`src/rtl/spi_flash_boot_loader.sv`:
```
// Boot copier: SPI NOR READ (0x03, or FAST_READ 0x0B with SPI_BOOT_FAST_READ_EN) -> 32-bit LE words -> SRAM.
// Latency: first SCK rise CLK_DIV cycles after start_i; SCK period 2*CLK_DIV cycles.
// Backpressure: SCK parks low with CS held low until each SRAM write is acked.
module spi_flash_boot_loader #(
    parameter int unsigned CLK_DIV    = 2,
    parameter logic [23:0] FLASH_BASE = 24'h000000,
    parameter logic [31:0] MEM_BASE   = 32'h00000000,
    parameter int unsigned WORD_COUNT = 1024
) (
    input  logic        clk_i,
    input  logic        rst_i,
    input  logic        start_i,
    output logic        spi_sck_o,
    output logic        spi_cs_no,
    output logic        spi_mosi_o,
    input  logic        spi_miso_i,
    output logic        wp_no,
    output logic        hold_no,
    output logic        mem_req_o,
    output logic [31:0] mem_addr_o,
    output logic [31:0] mem_wdata_o,
    input  logic        mem_ack_i,
    output logic        busy_o,
    output logic        done_o
);

    localparam int IDX_W = $clog2(WORD_COUNT + 1);
    localparam int DIV_W = (CLK_DIV > 1) ? $clog2(CLK_DIV) : 1;
`ifdef SPI_BOOT_FAST_READ_EN
    localparam logic [7:0] READ_CMD = 8'h0B;
`else
    localparam logic [7:0] READ_CMD = 8'h03;
`endif

    typedef enum logic [2:0] {
        IDLE, CMD, ADDR, DATA, WRITE, FINISH, DONE
`ifdef SPI_BOOT_FAST_READ_EN
        , DUMMY
`endif
    } state_t;

    state_t             state_q, state_d;
    logic [DIV_W-1:0]   div_cnt;
    logic [5:0]         bit_cnt;
    logic [5:0]         field_len;
    logic [31:0]        tx_sh;
    logic [31:0]        word_q;
    logic [IDX_W-1:0]   word_idx;
    logic               shifting, tick, rise, fall, field_end, more_words, start_go;

    assign wp_no   = 1'b1;
    assign hold_no = 1'b1;

    always_comb begin
        state_d   = state_q;
        shifting  = 1'b0;
        field_len = 6'd32;
        case (state_q)
            CMD:   begin shifting = 1'b1; field_len = 6'd8;  end
            ADDR:  begin shifting = 1'b1; field_len = 6'd24; end
`ifdef SPI_BOOT_FAST_READ_EN
            DUMMY: begin shifting = 1'b1; field_len = 6'd8;  end
`endif
            DATA:  begin shifting = 1'b1; field_len = 6'd32; end
            default: ;
        endcase
        tick       = (32'(div_cnt) == CLK_DIV - 1);
        rise       = shifting && tick && !spi_sck_o;
        fall       = shifting && tick && spi_sck_o;
        field_end  = fall && (bit_cnt == field_len);
        more_words = (32'(word_idx) + 32'd1) < WORD_COUNT;
        start_go   = start_i && ((state_q == IDLE) || (state_q == DONE));
        case (state_q)
            IDLE, DONE: if (start_go) state_d = CMD;
            CMD:        if (field_end) state_d = ADDR;
`ifdef SPI_BOOT_FAST_READ_EN
            ADDR:       if (field_end) state_d = DUMMY;
            DUMMY:      if (field_end) state_d = DATA;
`else
            ADDR:       if (field_end) state_d = DATA;
`endif
            DATA:       if (field_end) state_d = WRITE;
            WRITE:      if (mem_req_o && mem_ack_i) state_d = more_words ? DATA : FINISH;
            FINISH:     if (tick) state_d = DONE;
            default:    state_d = IDLE;
        endcase
    end

    always_ff @(posedge clk_i) begin
        if (rst_i) state_q <= IDLE;
        else       state_q <= state_d;
    end

    always_ff @(posedge clk_i) begin
        if (rst_i) begin
            spi_cs_no   <= 1'b1;
            spi_sck_o   <= 1'b0;
            spi_mosi_o  <= 1'b0;
            mem_req_o   <= 1'b0;
            mem_addr_o  <= '0;
            mem_wdata_o <= '0;
            busy_o      <= 1'b0;
            done_o      <= 1'b0;
            div_cnt     <= '0;
            bit_cnt     <= '0;
            tx_sh       <= '0;
            word_q      <= '0;
            word_idx    <= '0;
        end else begin
            spi_cs_no <= (state_d == IDLE) || (state_d == FINISH) || (state_d == DONE);
            busy_o    <= !((state_d == IDLE) || (state_d == DONE));
            done_o    <= (state_d == DONE);
            // Divider runs while shifting and during the CS-high tail; parked at 0 otherwise.
            if (shifting || state_q == FINISH) div_cnt <= tick ? '0 : div_cnt + DIV_W'(1);
            else                               div_cnt <= '0;
            if (rise)      spi_sck_o <= 1'b1;
            else if (fall) spi_sck_o <= 1'b0;
            if (start_go) begin
                tx_sh      <= {READ_CMD, FLASH_BASE};
                spi_mosi_o <= READ_CMD[7];
                bit_cnt    <= '0;
                word_idx   <= '0;
            end else begin
                // Zero fill drains out as MOSI=0 through dummy and data phases.
                if (fall) begin
                    tx_sh      <= {tx_sh[30:0], 1'b0};
                    spi_mosi_o <= tx_sh[30];
                end
                if (field_end) bit_cnt <= '0;
                else if (rise) bit_cnt <= bit_cnt + 6'd1;
                if (rise && state_q == DATA)
                    word_q[{bit_cnt[4:3], ~bit_cnt[2:0]}] <= spi_miso_i;
                if (state_q == DATA && state_d == WRITE) begin
                    mem_req_o   <= 1'b1;
                    mem_addr_o  <= MEM_BASE + (32'(word_idx) << 2);
                    mem_wdata_o <= word_q;
                end
                if (state_q == WRITE && mem_req_o && mem_ack_i) begin
                    mem_req_o <= 1'b0;
                    word_idx  <= word_idx + IDX_W'(1);
                end
            end
        end
    end

endmodule

```
`config.mk`:
```
export PLATFORM = sky130hd
export DESIGN_NAME = spi_flash_boot_loader
export DESIGN_NICKNAME = d
export VERILOG_FILES = /design/src/rtl/spi_flash_boot_loader.sv
export SDC_FILE = /design/constraint.sdc
export NUM_CORES = 1
export LEC_CHECK = 0
export ABC_CLOCK_PERIOD_IN_PS = 2400
export CORE_UTILIZATION = 48
export CTS_CLUSTER_DIAMETER = 40
export DETAILED_ROUTE_END_ITERATION = 16
export PLACE_DENSITY = 0.79
export SYNTH_ARGS = -nofsm -noshare
export SYNTH_HDL_FRONTEND = slang
export SYNTH_SLANG_ARGS = --single-unit
export TNS_END_PERCENT = 10
```
`constraint.sdc`:
```
create_clock -name clk_i -period 2.4 [get_ports clk_i]
set_input_delay 0.48 -clock clk_i [delete_from_list [all_inputs] [get_ports clk_i]]
set_output_delay 0.48 -clock clk_i [all_outputs]
set_load 0.02 [all_outputs]
```
# ---- Word level (Yosys, flattened, before mapping)
# Index checks and enable logic that the tools add are counted.
dict set report totals {
  reg_bits 109
  wordCells 85
  output_inout_bits 72
  inputBits 5
}
dict set report classes {
  n_reduce_logical 31
  mux 19
  bitwise_logic 3
  add_sub_neg 4
  eq_ne 10
  order_cmp 3
}
# operator n
set op_table {}
lappend op_table {{$mux 26} 2}
lappend op_table {{$bwmux 32} 1}
lappend op_table {{$mux 3} 7}
lappend op_table {{$eq 3x3->1 const B} 6}
lappend op_table {{$pmux 3 s6} 1}
lappend op_table {{$add 11x1->12 const B} 1}
lappend op_table {{$lt 12x11->1 const B} 1}
lappend op_table {{$pmux 6 s2} 1}
lappend op_table {{$add 11x1->11 const B} 1}
lappend op_table {{$logic_and 1x1->1} 11}
lappend op_table {{$reduce_or 3->1} 3}
lappend op_table {{$add 6x1->6 const B} 1}
lappend op_table {{$eq 3x2->1 const B} 2}
lappend op_table {{$eq 6x6->1} 1}
lappend op_table {{$logic_not 3->1} 2}
lappend op_table {{$lt 5x6->1 const B} 1}
lappend op_table {{$mux 1} 6}
lappend op_table {{$reduce_and 2->1} 3}
lappend op_table {{$reduce_bool 2->1} 3}
lappend op_table {{$demux 1 s5} 1}
lappend op_table {{$ge 5x1->1 const B} 1}
lappend op_table {{$logic_or 1x1->1} 5}
lappend op_table {{$reduce_or 2->1} 2}
lappend op_table {{$eq 3x1->1 const B} 1}
lappend op_table {{other kinds (4)} 6}

# ---- Logic depth before layout (Yosys ltp)
# Gate-level depths: netlist of the first run.
dict set report depth {
  depth_word 12
  depth_mapped 10
  mapped_depth_nobuf 8
}

# ---- Least setup slack after synthesis of the first run
# OpenSTA, ideal clock, no wires.
dict set report synth_path {
  path_type {register to register}
  start {register state_q[0]}
  end {register spi_cs_no}
  setup_time_ps 140
  arrival_time_ps 2379
  period_less_slack_ps 2519
  setup_slack_ps -119
  required_ps 2260
  stages_incl_launch_ff 9
  path_buffers 1
  path_cell_list {dfxtp_1 -> nor3b_1 -> mux2_2 -> or4_1 -> buf_2 -> mux2_4 -> nor4_4 -> xnor2_1 -> o21ai_1}
}
dict set report synth_via {
  elab_chain_cells 11
  elab_cells_between_ends 29
  classes_between {9 x eq/ne; 9 x mux; 11 x reduce/logical}
}
# item line
set synth_rtl {}
lappend synth_rtl {{start, declared} 42} ;# state_t state_q, state_d;
lappend synth_rtl {{start signal, assigned} 91} ;# else state_q <= state_d;
lappend synth_rtl {{branches (longest 7 deep; another with $pmux 6 s2)} --}
lappend synth_rtl {{$pmux 3 s6 (*)} 73} ;# case (state_q)
lappend synth_rtl {{$eq 3x3->1 or $logic_not 3->1 (tied branches)} 110} ;# spi_cs_no <= (state_d == IDLE) || (state_d == FINISH) || (state_d == DONE);
lappend synth_rtl {{$logic_or 1x1->1} 110}
lappend synth_rtl {{$logic_or 1x1->1 (*)} 110}
lappend synth_rtl {{end signal, assigned} 110}
lappend synth_rtl {{end, declared} 14} ;# output logic spi_cs_no,
# Mark *: on every way between the ends.
# A chain may end at the register's enable or synchronous reset.

# ---- Worst setup path after layout of the first run
dict set report layout_path {
  start {register state_q[2]}
  end {register spi_cs_no}
}
# The elaborated chain is that of the path after synthesis.

==> impl_metrics.prom, run 1 <==
# TYPE chip_impl_metric gauge
chip_impl_info{name="status",value="complete, but fails checks"} 1
chip_impl_info{name="failed_checks",value="negative setup slack"} 1
chip_impl_metric{name="p_leak",unit="nW"} 1.99
chip_impl_metric{name="vdd_ir_drop_max",unit="mV"} 0.378
chip_impl_metric{name="cts_made_buffers",unit=""} 9
chip_impl_metric{name="p_per_area",unit="nW/um^2"} 534
chip_impl_metric{name="initial_utilization",unit=""} 0.498
chip_impl_metric{name="setup_viol",unit=""} 3
chip_impl_metric{name="firstDrtPassIters",unit=""} 4
chip_impl_metric{name="report.final.slew_viol_count",unit=""} 0
chip_impl_metric{name="multi_input_comb_area",unit="sq um"} 2220
chip_impl_metric{name="design.die.area",unit="sq um"} 10100
chip_impl_metric{name="die-height",unit="um"} 100
chip_impl_metric{name="top_level_ports",unit=""} 77
chip_impl_metric{name="totalPowerFinal",unit="mW"} 2.98
chip_impl_metric{name="detail_route.drc_violations",unit=""} 0
chip_impl_metric{name="buffer_ports.inserted",unit=""} 53
chip_impl_metric{name="layoutNonFillerInstCount",unit=""} 762
chip_impl_metric{name="clock.fmax",unit="MHz"} 406
chip_impl_metric{name="post_dp_cell_area",unit="sq um"} 5370
chip_impl_info{name="ys_dominant_reg_cell",value="dfxtp_1"} 1
chip_impl_metric{name="synth.lib_cells_used.distinct",unit=""} 46
chip_impl_metric{name="nFillCells",unit=""} 823
chip_impl_info{name="timing.critical_path.max_delay_family",value="simple AND/OR/NAND/NOR gates"} 1
chip_impl_info{name="critical_path.startpoint_type",value="flip-flop"} 1
chip_impl_metric{name="share_of_the_yosys_chip_area_belonging_to_registers",unit=""} 0.470
chip_impl_metric{name="timing.final.crit_share",unit=""} 1.03
chip_impl_metric{name="cpPeakStageDelay",unit="ns"} 0.44
chip_impl_metric{name="insertion_delay",unit="ns"} 0.37
chip_impl_metric{name="pre_cts_worst_setup_slack",unit="ns"} -0.0194
chip_impl_metric{name="timing.reg2reg.setup_slack",unit="ns"} -0.06
chip_impl_metric{name="critical_path_buf_inv_count",unit=""} 0
chip_impl_metric{name="first_pass_grt_wire_length",unit="um"} 16400
chip_impl_info{name="post_synth_main_area_contributors",value="dfxtp_1 47%, nand2_1 12%, a21oi_1 7.8%, buf_4 3.7%, mux2i_1 3.7%"} 1
chip_impl_metric{name="first_global_vias",unit=""} 3656
chip_impl_metric{name="max_cap_viol_count",unit=""} 0
chip_impl_metric{name="vias_per_cell",unit=""} 5.09
chip_impl_info{name="critical_path.slowest_cell",value="or4_4"} 1
chip_impl_metric{name="drtAntennaViolNets",unit=""} 0
chip_impl_metric{name="layout.area.seq",unit="sq um"} 2190
chip_impl_metric{name="grt_overflow",unit=""} 0
chip_impl_metric{name="path_clk_slew",unit="ns"} 0.10
chip_impl_metric{name="area_delta_synth_final",unit="%"} 20.0
chip_impl_metric{name="synth_edf_count",unit=""} 0
chip_impl_info{name="setup.worst_path.class",value="flip-flop to flip-flop"} 1
chip_impl_metric{name="final_layout_size_suffix_gt1_frac",unit=""} 0.109
chip_impl_metric{name="critical_path.max_fanout",unit=""} 5
chip_impl_info{name="synth_top_cell_by_area",value="dfxtp_1"} 1
chip_impl_metric{name="slew-limit-headroom",unit=""} 0.523
chip_impl_metric{name="cts_max_path_buffers",unit=""} 2
chip_impl_info{name="endpoint_kind",value="flip-flop"} 1
chip_impl_metric{name="cp.required",unit="ns"} 2.66
chip_impl_info{name="cts_root_buf",value="clkbuf_8"} 1
chip_impl_metric{name="finalCriticalPeriod",unit="ns"} 2.46
chip_impl_metric{name="synth.ff_latch_count",unit=""} 109
chip_impl_metric{name="synth_top_cell_area_share",unit=""} 0.470
chip_impl_metric{name="syn_area",unit="sq um"} 4650
chip_impl_metric{name="die_x",unit="um"} 100
chip_impl_metric{name="synthesized_netlist_cell_count",unit=""} 576
chip_impl_metric{name="synthesis_warning_total",unit=""} 0
chip_impl_metric{name="post_cts_hold_buffer_count",unit=""} 0
chip_impl_metric{name="fin_area",unit="sq um"} 5580
chip_impl_metric{name="async_reset_ff_frac",unit=""} 0
chip_impl_info{name="tritoncts",value="done"} 1
chip_impl_metric{name="htree_num_levels",unit=""} 3
chip_impl_metric{name="total_half_perimeter_wirelength_after_legalization_and_detailed_placement",unit="um"} 6500
chip_impl_metric{name="worstPathArrival",unit="ns"} 2.72
chip_impl_info{name="min_delay_worst_type",value="flip-flop to flip-flop"} 1
chip_impl_metric{name="maximum_number_of_pins_on_one_net_before_global_route_repair",unit=""} 87
chip_impl_metric{name="finalHoldViolations",unit=""} 0
chip_impl_metric{name="worst_clock_skew",unit="ns"} 0.00873
chip_impl_metric{name="detail_route.wirelength",unit="um"} 9740
chip_impl_metric{name="wire_per_inst",unit="um"} 12.8
chip_impl_metric{name="post_synth.cell_area_avg",unit="sq um"} 8.07
chip_impl_metric{name="core_footprint",unit="sq um"} 9330
chip_impl_metric{name="placed_cell_count",unit=""} 746
chip_impl_metric{name="num_vias",unit=""} 3882
chip_impl_metric{name="fin_nets",unit=""} 639
chip_impl_metric{name="transition_time_at_the_pin_with_the_least_slew_margin",unit="ns"} 0.714
chip_impl_metric{name="worst_case_hold_slack",unit="ns"} 0.456
chip_impl_metric{name="clkSinkCount",unit=""} 109
chip_impl_metric{name="utilization",unit=""} 0.598
chip_impl_metric{name="gpl.final_weighted_congestion",unit=""} 0.857
chip_impl_metric{name="core.rowCount",unit=""} 35
chip_impl_info{name="cp_common_cell",value="mux2_4"} 1
chip_impl_metric{name="gr-usage-all-layers",unit=""} 0.202
chip_impl_metric{name="fin_tns_setup",unit="ns"} -0.109
chip_impl_info{name="crit_chain",value="nor3b_4, mux2_4, or4_4, mux2_4, nor4_4, xnor2_1, o21ai_1"} 1
chip_impl_metric{name="final.setup.worst_slack",unit="ns"} -0.0644
chip_impl_info{name="grt_setup_unrepaired",value="true"} 1
chip_impl_metric{name="num_antenna_cells",unit=""} 0
chip_impl_metric{name="grt_antenna_before_repair",unit=""} 0
chip_impl_metric{name="drt_iter0_drc",unit=""} 191
## placed cells by master, fill, tap and decap left out, types with 3 or more instances in the layout
cell type	instances
a21oi_1	72
buf_12	4
buf_4	26
clkbuf_8	9
clkdlybuf4s50_1	52
conb_1	23
dfxtp_1	106
dfxtp_2	3
ha_1	5
inv_1	4
mux2i_1	17
nand2_1	151
nand2b_1	4
nand3_1	29
nand4_1	5
nor2_1	44
nor2b_1	6
nor3_1	3
nor3b_1	5
o21ai_0	3
or2_2	3
xnor2_1	10
xor2_1	6
## flip-flops by register name, indices dropped and copies added, names as in the netlist, 3 cells and up
name	flops
mem_wdata_o	32
word_q	32
mem_addr_o	11
word_idx	11
tx_sh	7
bit_cnt	6
state_q	3
## power breakdown
| part | switching [mW] | total (mW) | internal [mW] |
|---|---|---|---|
| clock network | 0.623 | 1.01 | 0.383 |
| registers | 0.00661 | 1.82 | 1.82 |
| logic | 0.101 | 0.147 | 0.0463 |
| total | 0.730 | 2.98 | 2.25 |
## synthesized netlist by cell type (all sizes together), types with 4 or more instances
library cell	n
ha	5
nand2	151
mux2i	17
xnor2	10
nor3b	8
nand2b	4
nor2	45
clkbuf	37
buf	27
nor2b	7
dfxtp	109
xor2	7
o21ai	4
a21oi	72
inv	4
nand4	5
nand3	30
## final cells by class
class                      count  area share
multi-input combinational    420       0.398
sequential                   109       0.392
timing repair buffer          85       0.148
tap                          129      0.0289
clock buffer                   9      0.0222
clock inverter                 6     0.00875
inverter                       4     0.00269
## what timing repair did
item | in CTS | in global routing
gates resized for setup | 2 | 8
endpoints found under the setup margin | 11 | 59
setup buffers | 0 | 1
pin swaps | 0 | 5
## cell families after synthesis
group	count (synthesis)	synth area share
xor+xnor	17	0.0337
mux	20	0.0447
fa+ha+maj	5	0.0135
buf+inv	68	0.0759
other cells	2	0.00162
simple gates	270	0.263
flops	109	0.470
compound gates	85	0.0977
## worst paths after layout
check,from,cells past startpoint,end
worst min-delay path,mem_wdata_o[1]$_SDFFE_PP0P_,2,mem_wdata_o[1]$_SDFFE_PP0P_
worst max-delay path,state_q[2]$_SDFF_PP0_,7,spi_cs_no$_SDFF_PP1_
worst min register to register,mem_wdata_o[1]$_SDFFE_PP0P_,2,mem_wdata_o[1]$_SDFFE_PP0P_
worst max register to register,state_q[2]$_SDFF_PP0_,7,spi_cs_no$_SDFF_PP1_
## metal layers
layer  vias up  track usage  wire length [um]
met1      1823        0.250              4310
met2       102        0.354              4870
met5         -            0                 0
met4         0       0.0647               143
li1       1944            -                 -
met3        13       0.0369               410
## worst reg2reg max path: stages, from the launching register on
cell     delay [ns]
dfxtp_2        0.36
nor3b_4        0.24
mux2_4         0.32
or4_4          0.44
mux2_4         0.33
nor4_4         0.39
xnor2_1        0.19
o21ai_1        0.09
No activity file was read; power rests on OpenSTA's default activity.
==> run 2: changes to the inputs <==
- CORE_ASPECT_RATIO: default -> 1.75
==> run 2 against run 1 <==
Net effect:
- the run now ends clean
- cell count decreased by 0.52%
- combinational power about the same
- flip-flop and latch count unchanged
- clock skew decreased by 0.00099 ns
- core utilization increased by 1.0 points
- clock-buffer cell count increased by 3
- power increased by 20%
- routed wire length increased by 2.2%
- sequential power about the same
- global-route usage increased by 0.13 points
- die area increased by 0.16%
==> impl_metrics.prom, run 2 (synthesis results as in run 1) <==
# TYPE chip_impl_metric gauge
chip_impl_metric{name="core_footprint",unit="sq um"} 9410
chip_impl_metric{name="comb_power_share",unit=""} 0.041
chip_impl_metric{name="reg2reg_depth",unit=""} 10
chip_impl_metric{name="cp.required",unit="ns"} 2.62
chip_impl_metric{name="top_level_ports",unit=""} 77
chip_impl_metric{name="critical_path_buf_inv_count",unit=""} 3
chip_impl_metric{name="total_half_perimeter_wirelength_after_legalization_and_detailed_placement",unit="um"} 6870
chip_impl_metric{name="first_pass_grt_wire_length",unit="um"} 16400
chip_impl_metric{name="insertion_delay",unit="ns"} 0.35
chip_impl_metric{name="worstPathArrival",unit="ns"} 2.57
chip_impl_metric{name="drtAntennaViolNets",unit=""} 0
chip_impl_info{name="cp-endpoint",value="busy_o$_SDFF_PP0_"} 1
chip_impl_info{name="cts_root_buf",value="clkbuf_16"} 1
chip_impl_metric{name="vdd_ir_drop_max",unit="mV"} 0.414
chip_impl_metric{name="drt_iter0_drc",unit=""} 249
chip_impl_info{name="endpoint_kind",value="flip-flop"} 1
chip_impl_metric{name="timing.final.crit_share",unit=""} 0.979
chip_impl_metric{name="slew-limit-headroom",unit=""} 0.535
chip_impl_metric{name="firstDrtPassIters",unit=""} 5
chip_impl_metric{name="detail_route.drc_violations",unit=""} 0
chip_impl_metric{name="cts_made_buffers",unit=""} 9
chip_impl_metric{name="clkSinkCount",unit=""} 109
chip_impl_metric{name="nFillCells",unit=""} 817
chip_impl_metric{name="p_int",unit="mW"} 2.83
chip_impl_metric{name="worst_clock_skew",unit="ns"} 0.00774
chip_impl_info{name="mostFrequentLayoutCell",value="nand2_1"} 1
chip_impl_info{name="most-common-layout-cells",value="151 x nand2_1, 107 x dfxtp_1, 72 x a21oi_1, 52 x clkdlybuf4s50_1, 43 x nor2_1"} 1
chip_impl_metric{name="die-height",unit="um"} 132
chip_impl_metric{name="wire_per_inst",unit="um"} 13.1
chip_impl_metric{name="switching_share",unit=""} 0.209
chip_impl_metric{name="final.setup.worst_slack",unit="ns"} 0.0511
chip_impl_metric{name="critical_path_depth",unit=""} 10
chip_impl_metric{name="max_cap_viol_count",unit=""} 0
chip_impl_metric{name="initial_utilization",unit=""} 0.494
chip_impl_metric{name="detail_route.wirelength",unit="um"} 9950
chip_impl_info{name="grt_setup_unrepaired",value="true"} 1
chip_impl_metric{name="cts_max_path_buffers",unit=""} 2
chip_impl_metric{name="p_per_area",unit="nW/um^2"} 625
chip_impl_metric{name="htree_num_levels",unit=""} 3
chip_impl_metric{name="fin_area",unit="sq um"} 5720
chip_impl_info{name="crit_chain",value="buf_4, nor3b_2, a22oi_1, or4_4, buf_4, xnor2_1, a21oi_1, buf_4, xnor2_1, a21oi_1"} 1
chip_impl_metric{name="transition_time_at_the_pin_with_the_least_slew_margin",unit="ns"} 0.693
chip_impl_metric{name="grt_antenna_before_repair",unit=""} 0
chip_impl_metric{name="first_global_vias",unit=""} 3655
chip_impl_info{name="status",value="finished, final reports clean"} 1
chip_impl_metric{name="area_delta_synth_final",unit="%"} 23.1
chip_impl_metric{name="p_leak",unit="nW"} 2.08
chip_impl_metric{name="fin_nets",unit=""} 641
chip_impl_metric{name="path_clk_slew",unit="ns"} 0.07
chip_impl_metric{name="die_x",unit="um"} 76.4
chip_impl_info{name="timing.critical_path.max_delay_family",value="simple AND/OR/NAND/NOR gates"} 1
chip_impl_metric{name="buffer_ports.inserted",unit=""} 53
chip_impl_metric{name="report.final.slew_viol_count",unit=""} 0
chip_impl_metric{name="gr-usage-all-layers",unit=""} 0.203
chip_impl_metric{name="worst_case_hold_slack",unit="ns"} 0.448
chip_impl_info{name="worstReg2RegEnd",value="busy_o$_SDFF_PP0_"} 1
chip_impl_metric{name="p_seq_frac",unit=""} 0.510
chip_impl_metric{name="num_antenna_cells",unit=""} 0
chip_impl_info{name="tritoncts",value="done"} 1
chip_impl_metric{name="pre_cts_worst_setup_slack",unit="ns"} -0.0707
chip_impl_metric{name="core.rowCount",unit=""} 47
chip_impl_metric{name="vias_per_cell",unit=""} 5.10
chip_impl_metric{name="num_vias",unit=""} 3866
chip_impl_info{name="worst_setup_path_startpoint",value="state_q[2]$_SDFF_PP0_"} 1
chip_impl_info{name="critical_path.startpoint_type",value="flip-flop"} 1
chip_impl_metric{name="power_switching",unit="mW"} 0.749
chip_impl_metric{name="grt_overflow",unit=""} 0
chip_impl_metric{name="maximum_number_of_pins_on_one_net_before_global_route_repair",unit=""} 66
chip_impl_metric{name="critical_path.max_fanout",unit=""} 10
chip_impl_metric{name="gpl.final_weighted_congestion",unit=""} 0.858
chip_impl_info{name="top_regs",value="mem_wdata_o (32), word_q (32)"} 1
chip_impl_metric{name="timing.reg2reg.setup_slack",unit="ns"} 0.05
chip_impl_metric{name="clock.fmax",unit="MHz"} 426
chip_impl_info{name="timing.rr.start",value="state_q[2]$_SDFF_PP0_"} 1
chip_impl_metric{name="finalHoldViolations",unit=""} 0
chip_impl_metric{name="setup_viol",unit=""} 0
chip_impl_metric{name="post_dp_cell_area",unit="sq um"} 5350
chip_impl_metric{name="final_layout_size_suffix_gt1_frac",unit=""} 0.113
chip_impl_info{name="cp_common_cell",value="buf_4"} 1
chip_impl_metric{name="clockPowerShare",unit=""} 0.449
chip_impl_metric{name="finalCriticalPeriod",unit="ns"} 2.35
chip_impl_metric{name="design.die.area",unit="sq um"} 10100
chip_impl_info{name="setup.worst_path.class",value="flip-flop to flip-flop"} 1
chip_impl_info{name="min_delay_worst_type",value="flip-flop to flip-flop"} 1
chip_impl_metric{name="cpPeakStageDelay",unit="ns"} 0.56
chip_impl_info{name="critical_path.slowest_cell",value="or4_4"} 1
==> run 2: timing repair <==
action,4_1_cts,5_1_grt
pin swaps,3,2
gates resized for setup,8,3
hold buffers,0,0
setup buffers,1,0
setup endpoints to repair,6,37
==> run 2: layout make-up <==
cell class                      count  area [sq um]  share of cell area
Inverter                            4          15.0             0.00262
Clock buffer                       12           256              0.0448
Tap cell                          122           153              0.0267
Sequential cell                   109          2190               0.382
Clock inverter                      4          70.1              0.0122
Timing Repair Buffer               87           813               0.142
Multi-Input combinational cell    420          2230               0.389
==> run 2: power by group through the flow <==
stage	logic (mW)	clock network, mW	registers [mW]
global route	0.158	1.70	1.82
finish	0.147	1.61	1.82
floorplan	0.130	0	1.87
detailed placement	0.142	0	1.86
CTS	0.146	1.63	1.82
global placement	0.139	0	1.86
==> run 2: worst min path at each step <==
stage	end	cells past startpoint	slack, ns	from
after floorplan	mem_wdata_o[0]$_SDFFE_PP0P_	2	0.44	word_q[0]$_SDFFE_PP0P_
after CTS	mem_addr_o[10]$_SDFFE_PP0P_	2	0.45	mem_addr_o[10]$_SDFFE_PP0P_
after detailed placement	mem_addr_o[10]$_SDFFE_PP0P_	2	0.44	mem_addr_o[10]$_SDFFE_PP0P_
after global placement	mem_addr_o[10]$_SDFFE_PP0P_	2	0.44	mem_addr_o[10]$_SDFFE_PP0P_
after global routing	mem_addr_o[7]$_SDFFE_PP0P_	2	0.47	mem_addr_o[7]$_SDFFE_PP0P_
final	mem_wdata_o[26]$_SDFFE_PP0P_	2	0.45	mem_wdata_o[26]$_SDFFE_PP0P_
==> run 2: per-stage QoR <==
stage / util / TNS [ns] / total power, mW / std cells
final: 0.608 / 0 / 3.58 / 758
after global routing: 0.608 / -0.0270 / 3.68 / 758
after CTS: 0.607 / 0 / 3.60 / 758
after detailed placement: 0.568 / -0.203 / 2.01 / 741
after global placement: 0.568 / 0 / 2.00 / 741
after floorplan: - / 0 / 2.00 / 597
==> run 2: layer usage <==
| metal | vias to the layer above | track usage | share of wire |
|---|---|---|---|
| met5 | - | 0 | 0 |
| met4 | 0 | 0.105 | 0.024 |
| met3 | 20 | 0.0298 | 0.031 |
| met2 | 89 | 0.376 | 0.55 |
| met1 | 1809 | 0.219 | 0.40 |
| li1 | 1948 | - | - |
==> run 2: tightest hold or removal path, stage by stage (launching register included) <==
cell and delay [ns]:
dfxtp_1 0.31, nand2_1 0.05, a21oi_1 0.05
